==> src/rtl/motor_ramp_pwm.sv <==
// Motor drive stage: slews the applied duty one step per ramp tick toward the
// requested speed code and emits a period-aligned PWM with an emergency-stop latch.
module motor_ramp_pwm #(
    parameter int unsigned SLOT_CYCLES = 4096,
    parameter int unsigned RAMP_CYCLES = 2**20
) (
    input  logic       clk,
    input  logic       reset,
    input  logic [3:0] target,
    input  logic       enable,
    input  logic       estop,
    output logic       motor_pwm,
    output logic [3:0] duty_now,
    output logic       at_target,
    output logic       busy,
    output logic       fault
);

    localparam int unsigned SW = (SLOT_CYCLES > 1) ? $clog2(SLOT_CYCLES) : 1;
    localparam int unsigned RW = (RAMP_CYCLES > 1) ? $clog2(RAMP_CYCLES) : 1;
    localparam logic [SW-1:0] SLOT_MAX = SW'(SLOT_CYCLES - 1);
    localparam logic [RW-1:0] RAMP_MAX = RW'(RAMP_CYCLES - 1);

    typedef enum logic [2:0] {
        S_IDLE,
        S_RAMP_UP,
        S_RAMP_DOWN,
        S_HOLD,
        S_STOP
    } state_t;

    state_t        r_state, w_next;
    logic [3:0]    r_duty, w_duty_next;
    logic [3:0]    w_eff;
    logic [RW-1:0] r_ramp_cnt;
    logic          w_tick, w_clr_ramp;
    logic [SW-1:0] r_slot_div;
    logic [3:0]    r_slot;
    logic [3:0]    r_duty_lat;
    logic          r_pwm;
    logic          r_at_target, r_busy, r_fault;
    logic          w_div_wrap, w_period_end;
    logic          w_static, w_next_ramp;

    assign w_eff        = enable ? target : 4'd0;
    assign w_tick       = (r_ramp_cnt == RAMP_MAX);
    assign w_div_wrap   = (r_slot_div == SLOT_MAX);
    assign w_period_end = w_div_wrap && (r_slot == 4'd14);
    assign w_static     = (r_state == S_IDLE) || (r_state == S_HOLD) || (r_state == S_STOP);
    assign w_next_ramp  = (w_next == S_RAMP_UP) || (w_next == S_RAMP_DOWN);
    // Reversals keep the running tick phase; only leaving a static state restarts it.
    assign w_clr_ramp   = w_static && w_next_ramp;

    always_comb begin
        w_next      = r_state;
        w_duty_next = r_duty;
        if (estop) begin
            w_next      = S_STOP;
            w_duty_next = 4'd0;
        end else begin
            unique case (r_state)
                S_IDLE: if (w_eff != 4'd0) w_next = S_RAMP_UP;
                S_RAMP_UP: begin
                    if (w_eff == r_duty)      w_next = S_HOLD;
                    else if (w_eff < r_duty)  w_next = S_RAMP_DOWN;
                    else if (w_tick && r_duty != 4'd15) w_duty_next = r_duty + 4'd1;
                end
                S_RAMP_DOWN: begin
                    if (w_eff == r_duty)      w_next = (w_eff != 4'd0) ? S_HOLD : S_IDLE;
                    else if (w_eff > r_duty)  w_next = S_RAMP_UP;
                    else if (w_tick && r_duty != 4'd0) w_duty_next = r_duty - 4'd1;
                end
                S_HOLD: begin
                    if (w_eff > r_duty)       w_next = S_RAMP_UP;
                    else if (w_eff < r_duty)  w_next = S_RAMP_DOWN;
                end
                S_STOP: if (w_eff == 4'd0) w_next = S_IDLE;
                default: w_next = S_IDLE;
            endcase
        end
    end

    always_ff @(posedge clk or posedge reset) begin
        if (reset) begin
            r_state     <= S_IDLE;
            r_duty      <= '0;
            r_ramp_cnt  <= '0;
            r_at_target <= 1'b1;
            r_busy      <= 1'b0;
            r_fault     <= 1'b0;
        end else begin
            r_state     <= w_next;
            r_duty      <= w_duty_next;
            r_ramp_cnt  <= (w_clr_ramp || w_tick) ? '0 : r_ramp_cnt + 1'b1;
            r_at_target <= (w_next == S_IDLE) || (w_next == S_HOLD);
            r_busy      <= w_next_ramp;
            r_fault     <= (w_next == S_STOP);
        end
    end

    // Duty is latched only at the period boundary so no runt pulse appears.
    always_ff @(posedge clk or posedge reset) begin
        if (reset) begin
            r_slot_div <= '0;
            r_slot     <= '0;
            r_duty_lat <= '0;
            r_pwm      <= 1'b0;
        end else begin
            r_slot_div <= w_div_wrap ? '0 : r_slot_div + 1'b1;
            if (w_div_wrap) r_slot <= (r_slot == 4'd14) ? 4'd0 : r_slot + 4'd1;
            if (estop) begin
                r_duty_lat <= '0;
                r_pwm      <= 1'b0;
            end else begin
                if (w_period_end) r_duty_lat <= r_duty;
                r_pwm <= (r_slot < r_duty_lat);
            end
        end
    end

    assign motor_pwm = r_pwm;
    assign duty_now  = r_duty;
    assign at_target = r_at_target;
    assign busy      = r_busy;
    assign fault     = r_fault;

endmodule

==> config.mk <==
export PLATFORM = sky130hd
export DESIGN_NAME = motor_ramp_pwm
export DESIGN_NICKNAME = d
export VERILOG_FILES = /design/src/rtl/motor_ramp_pwm.sv
export SDC_FILE = /design/constraint.sdc
export NUM_CORES = 1
export LEC_CHECK = 0
export BUFFER_PORTS_ARGS = -buffer_cell sky130_fd_sc_hd__buf_2
export CAP_MARGIN = 20
export CORE_MARGIN = 2
export CORE_UTILIZATION = 31
export CTS_CLUSTER_SIZE = 28
export DETAILED_ROUTE_END_ITERATION = 8
export GPL_TIMING_DRIVEN = 0
export MAX_ROUTING_LAYER = met4
export PLACE_DENSITY = 0.54
export SYNTH_ARGS = -nofsm -noshare
export SYNTH_HDL_FRONTEND = slang
export SYNTH_SLANG_ARGS = --single-unit
==> constraint.sdc <==
create_clock -name clk -period 2.43 [get_ports clk]
set_clock_uncertainty 0.1 [all_clocks]
set_input_delay 0.1215 -clock clk [delete_from_list [all_inputs] [get_ports clk]]
set_output_delay 0.1215 -clock clk [all_outputs]
set_load 0.05 [all_outputs]
==> results.json, run 1 <==
{
  "status": "finished clean",
  "dr.pass1.iters": 4,
  "comb_power_share": 0.129,
  "io_pins": 16,
  "cp_num_buf_inv": 3,
  "fin_crit_sh": 0.996,
  "cts_sinks": 51,
  "yosys-top-cells-area": "dfrtp_1 (46%), ha_1 (5.0%), xor2_1 (4.8%)",
  "yosysTopAreaCellShare": 0.458,
  "synth_seq_area_share": 0.468,
  "cts-root-buf": "clkbuf_8",
  "cap_violations": 0,
  "p_sw_frac": 0.264,
  "netlist_area_sq_mm": 0.00273,
  "irDropWorstVdd_v": 0.000224,
  "setup_tns_ps": 0,
  "critical_path_class": "flop to flop",
  "tightest_slew_ps": 468,
  "synth_nets": 291,
  "hold_ws_ps": 199,
  "die-area_sq_mm": 0.00957,
  "total_power_mw": 1.78,
  "cp-start-kind": "flop",
  "crit_top_cell": "buf_4",
  "worstPathCellList": "inv_4 > ha_4 > nor2b_1 > o211ai_1 > buf_4 > buf_4 > nand4_1 > a211o_4 > or3_1 > a21oi_2",
  "synth_warnings": 0,
  "rows": 34,
  "grt_usage": 0.115,
  "overflow": 0,
  "ant_nets": 0,
  "area.growth.synth_to_final_pct": 24.2,
  "clkTransAtPathRegs_ps": 90,
  "setup_slack_ps": 8.94,
  "start_util": 0.316,
  "p_clk_frac": 0.330,
  "switching_power_uw": 468,
  "p_seq_frac": 0.540,
  "synth_top_cell_by_area": "dfrtp_1",
  "arrival_ps": 2550,
  "maxSlewViolCount": 0,
  "die_x_um": 97.8,
  "p_per_area_mw_per_mm2": 524,
  "hp-class": "input port to async pin",
  "cts-htree-levels": 2,
  "period_needed_ps": 2420,
  "rr_startpoint": "duty_now[1]",
  "place_area_sq_mm": 0.00299,
  "hold_viol_final": 0,
  "drcViolationCount": 0,
  "synth_edf_count": 0,
  "hpwl_um": 3450,
  "vias": 2020,
  "cpPeakStageDelay_ps": 440,
  "slew_headroom": 0.688,
  "r2r_end": "duty_now[3]",
  "dp_cells": 395,
  "ys_top_cells_by_count": "dfrtp_1 (50), nor2_1 (32), nand2_1 (19)",
  "antenna_found_initial": 0,
  "r2r_setup_slack_ps": 9,
  "slowest_stage": "dfrtp_2",
  "ys.flop_type": "dfrtp_1",
  "final_cell_count_no_fill": 421,
  "via_per_inst": 4.80,
  "portBuffers": 15,
  "post-route-util": 0.393,
  "grt_max_degree": 40,
  "timing.fmax_mhz": 413,
  "clk_latency_ps": 300,
  "die_h_um": 97.8,
  "synth.ff_latch_count": 51,
  "nFillCells": 861,
  "ff2ff_path_depth": 10,
  "critPathMaxFanout": 5,
  "syn_inst": 271,
  "grt_pass1_vias": 1910,
  "routabilityCongestion": 0.725,
  "setup_viol": 0,
  "dp_slack_ps": -164,
  "core-area_sq_mm": 0.00864,
  "yosysMostFrequentCell": "dfrtp_1",
  "synthDistinctLibCells": 50,
  "fin_nets": 332,
  "crit_required_ps": 2560,
  "worst_setup_path_end_kind": "flop",
  "rsz0062_at_grt": "true",
  "num_antenna_cells": 0,
  "power.internal_mw": 1.31,
  "drive_above_1_share": 0.249,
  "clockBufferDepth": 2,
  "wire_per_inst_um": 12.7,
  "leakagePower_nw": 1.48,
  "final_area_sq_mm": 0.00339,
  "cts_tree": "yes",
  "drtIter0Drc": 104,
  "syn_avg_cell_area_sq_um": 10.1,
  "path_delay_family": "compound AO/OA/AOI/OAI gates",
  "wl_um": 5360,
  "cts_buffers": 5,
  "grt_pass1_wl_um": 9000,
  "async_flop_share": 1.00
}
[worst max-delay path by stage]
stage	slack [ps]	end	cells past startpoint	start
after floorplan	10	r_ramp_cnt[11]	9	duty_now[1]
after global placement	-180	duty_now[3]	7	r_state[2]
after detailed placement	-160	duty_now[3]	7	r_state[2]
after CTS	1	r_slot[2]	8	r_slot_div[0]
after global routing	-110	duty_now[3]	10	duty_now[1]
final	9	duty_now[3]	10	duty_now[1]
[worst register-to-register path: cells and delay by family (launching register included)]
family | cells | cell delay [ps]
compound gates | 3 | 690
fa+ha+maj | 1 | 200
buf+inv | 3 | 350
flops | 1 | 440
simple gates | 3 | 570
[flip-flops by register name (all words and copies together), names as in the netlist, 3 cells and up]
| register | flops |
|---|---|
| r_slot | 4 |
| r_slot_div | 12 |
| duty_now | 4 |
| r_state | 3 |
| r_ramp_cnt | 20 |
| r_duty_lat | 4 |
[power groups by stage]
stage                     registers, mW  clock network [mW]  logic (mW)
after floorplan                   0.976                   0       0.137
after global placement            0.974                   0       0.188
after detailed placement          0.975                   0       0.195
after CTS                         0.959               0.600       0.206
after global routing              0.970               0.637       0.266
final                             0.961               0.587       0.230
[cell type report]
type | count | area (sq um) | area share
inverter | 14 | 55.1 | 0.0162
buffer | 7 | 42.5 | 0.0125
tap | 108 | 135 | 0.0399
clock inverter | 1 | 30.0 | 0.00886
multi-input combinational | 199 | 1530 | 0.450
timing repair buffer | 34 | 243 | 0.0716
clock buffer | 7 | 76.3 | 0.0225
sequential | 51 | 1280 | 0.378
[layer usage]
layer  track usage  share of wire  vias up
met4        0.0321          0.014        0
met3        0.0193          0.020        6
li1              -              -     1020
met2         0.170           0.46       27
met5             -              0        -
met1         0.164           0.51      967
[what timing repair did]
action,4_1_cts,5_1_grt
buffers inserted,3,11
pin swaps,1,9
gates resized for setup,5,28
setup endpoints to repair,22,29
hold endpoints to repair,14,0
hold buffers,2,0
cloned,1,1
[layout by cell type (no fill, tap or decap), types with 6 or more instances in the layout]
| master | instances |
|---|---|
| buf_4 | 14 |
| inv_1 | 9 |
| dfrtp_1 | 46 |
| xnor2_1 | 13 |
| ha_1 | 7 |
| buf_2 | 15 |
| a21o_1 | 6 |
| xor2_1 | 15 |
| nor2_1 | 32 |
| mux2i_1 | 6 |
| clkbuf_1 | 6 |
| nand2_1 | 18 |
| nand4_1 | 8 |
| nor3_1 | 14 |
| nand3_1 | 15 |
[logic make-up after synthesis]
group | count (synthesis) | share of synthesized area
xor+xnor | 30 | 0.103
fa+ha+maj | 12 | 0.0577
simple gates | 115 | 0.227
buf+inv | 21 | 0.0298
mux | 8 | 0.0298
compound gates | 34 | 0.0848
flops | 51 | 0.468
Note: power is estimated with default switching activity, not from simulation.
==> run 2: changes to the inputs <==
PLACE_DENSITY = 0.52   (was 0.54)
clock period = 3.05 ns   (was 2.43 ns; I/O delays follow)
==> run 2 against run 1 <==
  * Sequential share of layout area grew 3.2 points
  * Final cell count shrank 4.0%
  * Clock-buffer cell count fell by 2
  * Global-route usage about the same
  * Sequential cell count is the same
  * Sequential power shrank 21%
  * Via count down 4.4%
  * Largest power group unchanged
==> results.json, run 2 (same netlist as run 1, synthesis figures left out) <==
{
  "status": "finished clean",
  "start_util": 0.316,
  "clk_latency_ps": 310,
  "setup_slack_ps": 330,
  "die_h_um": 97.8,
  "comb_power_share": 0.103,
  "grt_usage": 0.115,
  "cts-root-buf": "clkbuf_8",
  "hp-start": "estop",
  "overflow": 0,
  "hp-class": "input port to flop",
  "top_regs": "r_ramp_cnt (20), r_slot_div (12)",
  "layout_commonest_cell": "dfrtp_1",
  "nFillCells": 870,
  "grt_pass1_vias": 2001,
  "clkTransAtPathRegs_ps": 100,
  "critPathMaxFanout": 10,
  "setup_viol": 0,
  "final-seq-area_sq_mm": 0.00128,
  "arrival_ps": 2790,
  "wire_per_inst_um": 12.0,
  "io_pins": 16,
  "final_cell_count_no_fill": 404,
  "drtIter0Drc": 64,
  "p_sw_frac": 0.249,
  "drive_above_1_share": 0.139,
  "place_area_sq_mm": 0.00296,
  "drcViolationCount": 0,
  "grt_max_degree": 35,
  "critical_path_class": "flop to flop",
  "largest_reg_flops": 20,
  "timing.fmax_mhz": 368,
  "die_x_um": 97.8,
  "area.growth.synth_to_final_pct": 13.9,
  "slew_headroom": 0.595,
  "post-route-util": 0.360,
  "rows": 34,
  "dp_slack_ps": 316,
  "antenna_found_initial": 0,
  "p_per_area_mw_per_mm2": 476,
  "cts_tree": "yes",
  "dr.pass1.iters": 4,
  "worst_setup_path_end_kind": "flop",
  "rr_startpoint": "duty_now[1]",
  "hpwl_um": 3560,
  "irDropWorstVdd_v": 0.000214,
  "final_cell_mix": "dfrtp_1 (50), nor2_1 (32), nand2_1 (19), buf_2 (17)",
  "power.internal_mw": 1.11,
  "maxSlewViolCount": 0,
  "vias": 1931,
  "cts_sinks": 51,
  "fin_nets": 315,
  "hold_ws_ps": 19.6,
  "num_antenna_cells": 0,
  "clockBufferDepth": 2,
  "multi_input_area_sq_mm": 0.00137,
  "worstSetupStartpoint": "duty_now[1]",
  "cap_violations": 0,
  "p_clk_frac": 0.384,
  "p_seq_frac": 0.513,
  "cts-htree-levels": 2,
  "total_power_mw": 1.48,
  "portBuffers": 15,
  "cp-start-kind": "flop",
  "via_per_inst": 4.78,
  "tightest_slew_ps": 606,
  "die-area_sq_mm": 0.00957,
  "cts_buffers": 5,
  "hold_viol_final": 0,
  "switching_power_uw": 369,
  "crit_required_ps": 3120,
  "regMostFlops": "r_ramp_cnt",
  "grt_pass1_wl_um": 9050,
  "routabilityCongestion": 0.751,
  "fin_crit_sh": 0.892,
  "core-area_sq_mm": 0.00864,
  "rsz0062_at_grt": "false",
  "ant_nets": 0,
  "setup_tns_ps": 0,
  "period_needed_ps": 2720,
  "wl_um": 4860,
  "dp_cells": 395,
  "final_area_sq_mm": 0.00311,
  "leakagePower_nw": 1.40
}
-- run 2: cell count changes in the layout (fill, tap and decap cells not counted), sizes merged --
cell,before,now
clkbuf,12,10
inv,14,15
buf,34,18
bufinv,1,2
dlygate4sd3,2,1
-- run 2: per-layer routing --
layer	global-route usage	vias to the layer above	share of wire
met3	0.0193	4	0.023
met2	0.189	30	0.47
met5	-	-	0
met4	0.0353	0	0.013
li1	-	993	-
met1	0.147	904	0.49
-- run 2: repair_timing --
item	4_1_cts	5_1_grt
hold buffers	1	0
gates resized for setup	0	0
endpoints found under the hold margin	17	0
setup buffers	0	0
endpoints found under the setup margin	0	0
-- run 2: power groups by stage --
stage	logic, mW	clock network, mW	registers, mW
after detailed placement	0.154	0	0.774
after CTS	0.156	0.588	0.761
after global placement	0.148	0	0.775
after floorplan	0.106	0	0.778
final	0.152	0.569	0.760
after global routing	0.176	0.618	0.769
-- run 2: area by class of cell --
cell class,instances,share of cell area
multi-input combinational,199,0.441
inverter,14,0.0169
buffer,7,0.00925
clock buffer,5,0.0221
timing repair buffer,17,0.0338
clock inverter,3,0.0229
sequential,51,0.411
tap,108,0.0434
-- run 2: worst paths after layout --
| kind | to | slack, ps | cells past startpoint |
|---|---|---|---|
| worst max-delay path | r_ramp_cnt[19] | 330 | 9 |
| worst min-delay path | r_state[2] | 20 | 2 |
| worst max register to register | r_ramp_cnt[19] | 330 | 9 |
| worst min register to register | r_slot_div[0] | 400 | 1 |
| max in group asynchronous | at_target | 1970 | 4 |
| min in group asynchronous | r_slot_div[6] | 280 | 3 |
-- run 2: worst max-delay path: stages (launching register included) --
cell	delay (ps)
dfrtp_1	450
inv_1	120
ha_1	350
nor2b_1	140
o211ai_1	340
a21oi_1	200
or3_1	400
mux2i_1	150
buf_2	250
nor3_1	90
==> run 3: changes to the inputs <==
CTS_BUF_LIST = sky130_fd_sc_hd__clkbuf_4   (was default)
RECOVER_POWER = 25   (was default)
==> run 3 against run 2 <==
  * Cell area decreased by 0.84%
  * Highest routed layer unchanged
  * Combinational power about the same
  * Sequential cell count unchanged
  * Setup slack worse by 11 ps
==> results.json, run 3 (same netlist as run 1, synthesis figures left out) <==
{
  "fin_crit_sh": 0.895,
  "grt_pass1_wl_um": 9030,
  "regMostFlops": "r_ramp_cnt",
  "via_per_inst": 4.75,
  "p_clk_frac": 0.347,
  "ff2ff_path_depth": 9,
  "dr.pass1.iters": 4,
  "cp-start-kind": "flop",
  "irDropWorstVdd_v": 0.000191,
  "cpPeakStageDelay_ps": 470,
  "hp-class": "input port to flop",
  "die_h_um": 97.8,
  "wl_um": 4880,
  "rows": 34,
  "drtIter0Drc": 63,
  "dp_cells": 395,
  "overflow": 0,
  "final_cell_mix": "dfrtp_1 (50), nor2_1 (32), nand2_1 (19), buf_2 (17)",
  "p_sw_frac": 0.255,
  "drcViolationCount": 0,
  "p_per_area_mw_per_mm2": 453,
  "clkTransAtPathRegs_ps": 150,
  "clk_latency_ps": 370,
  "hold_viol_final": 0,
  "hpwl_um": 3560,
  "vias": 1930,
  "cts-htree-levels": 2,
  "setup_tns_ps": 0,
  "crit_required_ps": 3210,
  "worst_setup_path_end_kind": "flop",
  "min_path_cells": 3,
  "comb_power_share": 0.108,
  "portBuffers": 15,
  "core-area_sq_mm": 0.00864,
  "fin_nets": 316,
  "die-area_sq_mm": 0.00957,
  "area.growth.synth_to_final_pct": 13.0,
  "arrival_ps": 2890,
  "tightest_slew_ps": 1490,
  "grt_max_degree": 35,
  "top_regs": "r_ramp_cnt (20), r_slot_div (12)",
  "critPathMaxFanout": 10,
  "multi_input_area_sq_mm": 0.00137,
  "period_needed_ps": 2730,
  "slew_headroom": 0.00398,
  "cts_sinks": 51,
  "maxSlewViolCount": 0,
  "io_pins": 16,
  "rsz0062_at_grt": "false",
  "largest_reg_flops": 20,
  "final-seq-area_sq_mm": 0.00128,
  "layout_commonest_cell": "dfrtp_1",
  "die_x_um": 97.8,
  "nFillCells": 878,
  "wire_per_inst_um": 12.0,
  "setup_viol": 0,
  "antenna_found_initial": 1,
  "timing.fmax_mhz": 366,
  "grt_pass1_vias": 1999,
  "ant_nets": 0,
  "cts_buffers": 5,
  "final_cell_count_no_fill": 406,
  "p_seq_frac": 0.545,
  "worstPathCellList": "inv_1 > ha_1 > nor2b_1 > o211ai_1 > a21oi_1 > or3_1 > mux2i_1 > buf_2 > nor2_1",
  "routabilityCongestion": 0.751,
  "cts_tree": "yes",
  "grt_usage": 0.115,
  "leakagePower_nw": 1.40,
  "status": "finished clean",
  "start_util": 0.316,
  "post_cts_resized": 0,
  "slowest_stage": "dfrtp_1",
  "switching_power_uw": 356,
  "power.internal_mw": 1.04,
  "cts-root-buf": "clkbuf_4",
  "clockBufferDepth": 2,
  "post-route-util": 0.357,
  "critical_path_class": "flop to flop",
  "cap_violations": 0,
  "drive_above_1_share": 0.131
}
==> run 3: stage by stage <==
stage	hold WS, ps	setup WS [ps]	power (mW)	instance area (sq um)
after floorplan	172	314	0.884	2730
after global placement	333	375	0.923	2940
final	194	319	1.40	3080
after global routing	203	53.0	1.48	3080
after detailed placement	83.6	316	0.928	2960
after CTS	165	275	1.43	3090
==> run 3: power groups by stage <==
stage,clock network (mW),logic (mW),registers [mW]
5_1_grt,0.535,0.175,0.770
4_1_cts,0.507,0.157,0.761
3_5_place_dp,0,0.154,0.774
2_1_floorplan,0,0.106,0.778
3_3_place_gp,0,0.148,0.775
6_report,0.484,0.150,0.761
==> run 3: path summary, 6_finish.rpt <==
kind,from,endpoint,slack (ps)
setup reg to reg,duty_now[1],r_ramp_cnt[6],320
max in group asynchronous,reset,r_state[0],590
setup / recovery,duty_now[1],r_ramp_cnt[6],320
hold reg to reg,r_slot_div[0],r_slot_div[0],400
hold / removal,target[3],fault,190
min in group asynchronous,reset,r_slot_div[6],310
==> run 3: layout make-up <==
| type | count | share of cell area |
|---|---|---|
| Sequential cell | 51 | 0.414 |
| Timing Repair Buffer | 18 | 0.0349 |
| Buffer | 7 | 0.00933 |
| Tap cell | 108 | 0.0438 |
| Inverter | 14 | 0.0170 |
| Multi-Input combinational cell | 199 | 0.445 |
| Clock inverter | 3 | 0.0231 |
| Antenna cell | 1 | 0.000811 |
| Clock buffer | 5 | 0.0122 |
==> run 3: metal layers <==
| layer | track usage | up-vias | wire length (um) |
|---|---|---|---|
| met2 | 0.187 | 36 | 2290 |
| met1 | 0.146 | 894 | 2360 |
| met5 | - | - | 0 |
| li1 | - | 993 | - |
| met4 | 0.0449 | 0 | 91 |
| met3 | 0.0172 | 7 | 128 |
==> run 3: worst max-delay path: cells and delay by family, from the launching register on <==
kind,cells,cell delay (ps)
AO/OA/AOI/OAI,2,540
multiplexers,1,150
AND/OR/NAND/NOR,3,620
flip-flops,1,470
buffers and inverters,2,390
adder cells (fa/ha/maj),1,350
==> run 3: timing repair <==
action,CTS,global route
endpoints found under the hold margin,20,0
setup endpoints to repair,0,0
hold buffers,2,0
buffers inserted,0,0
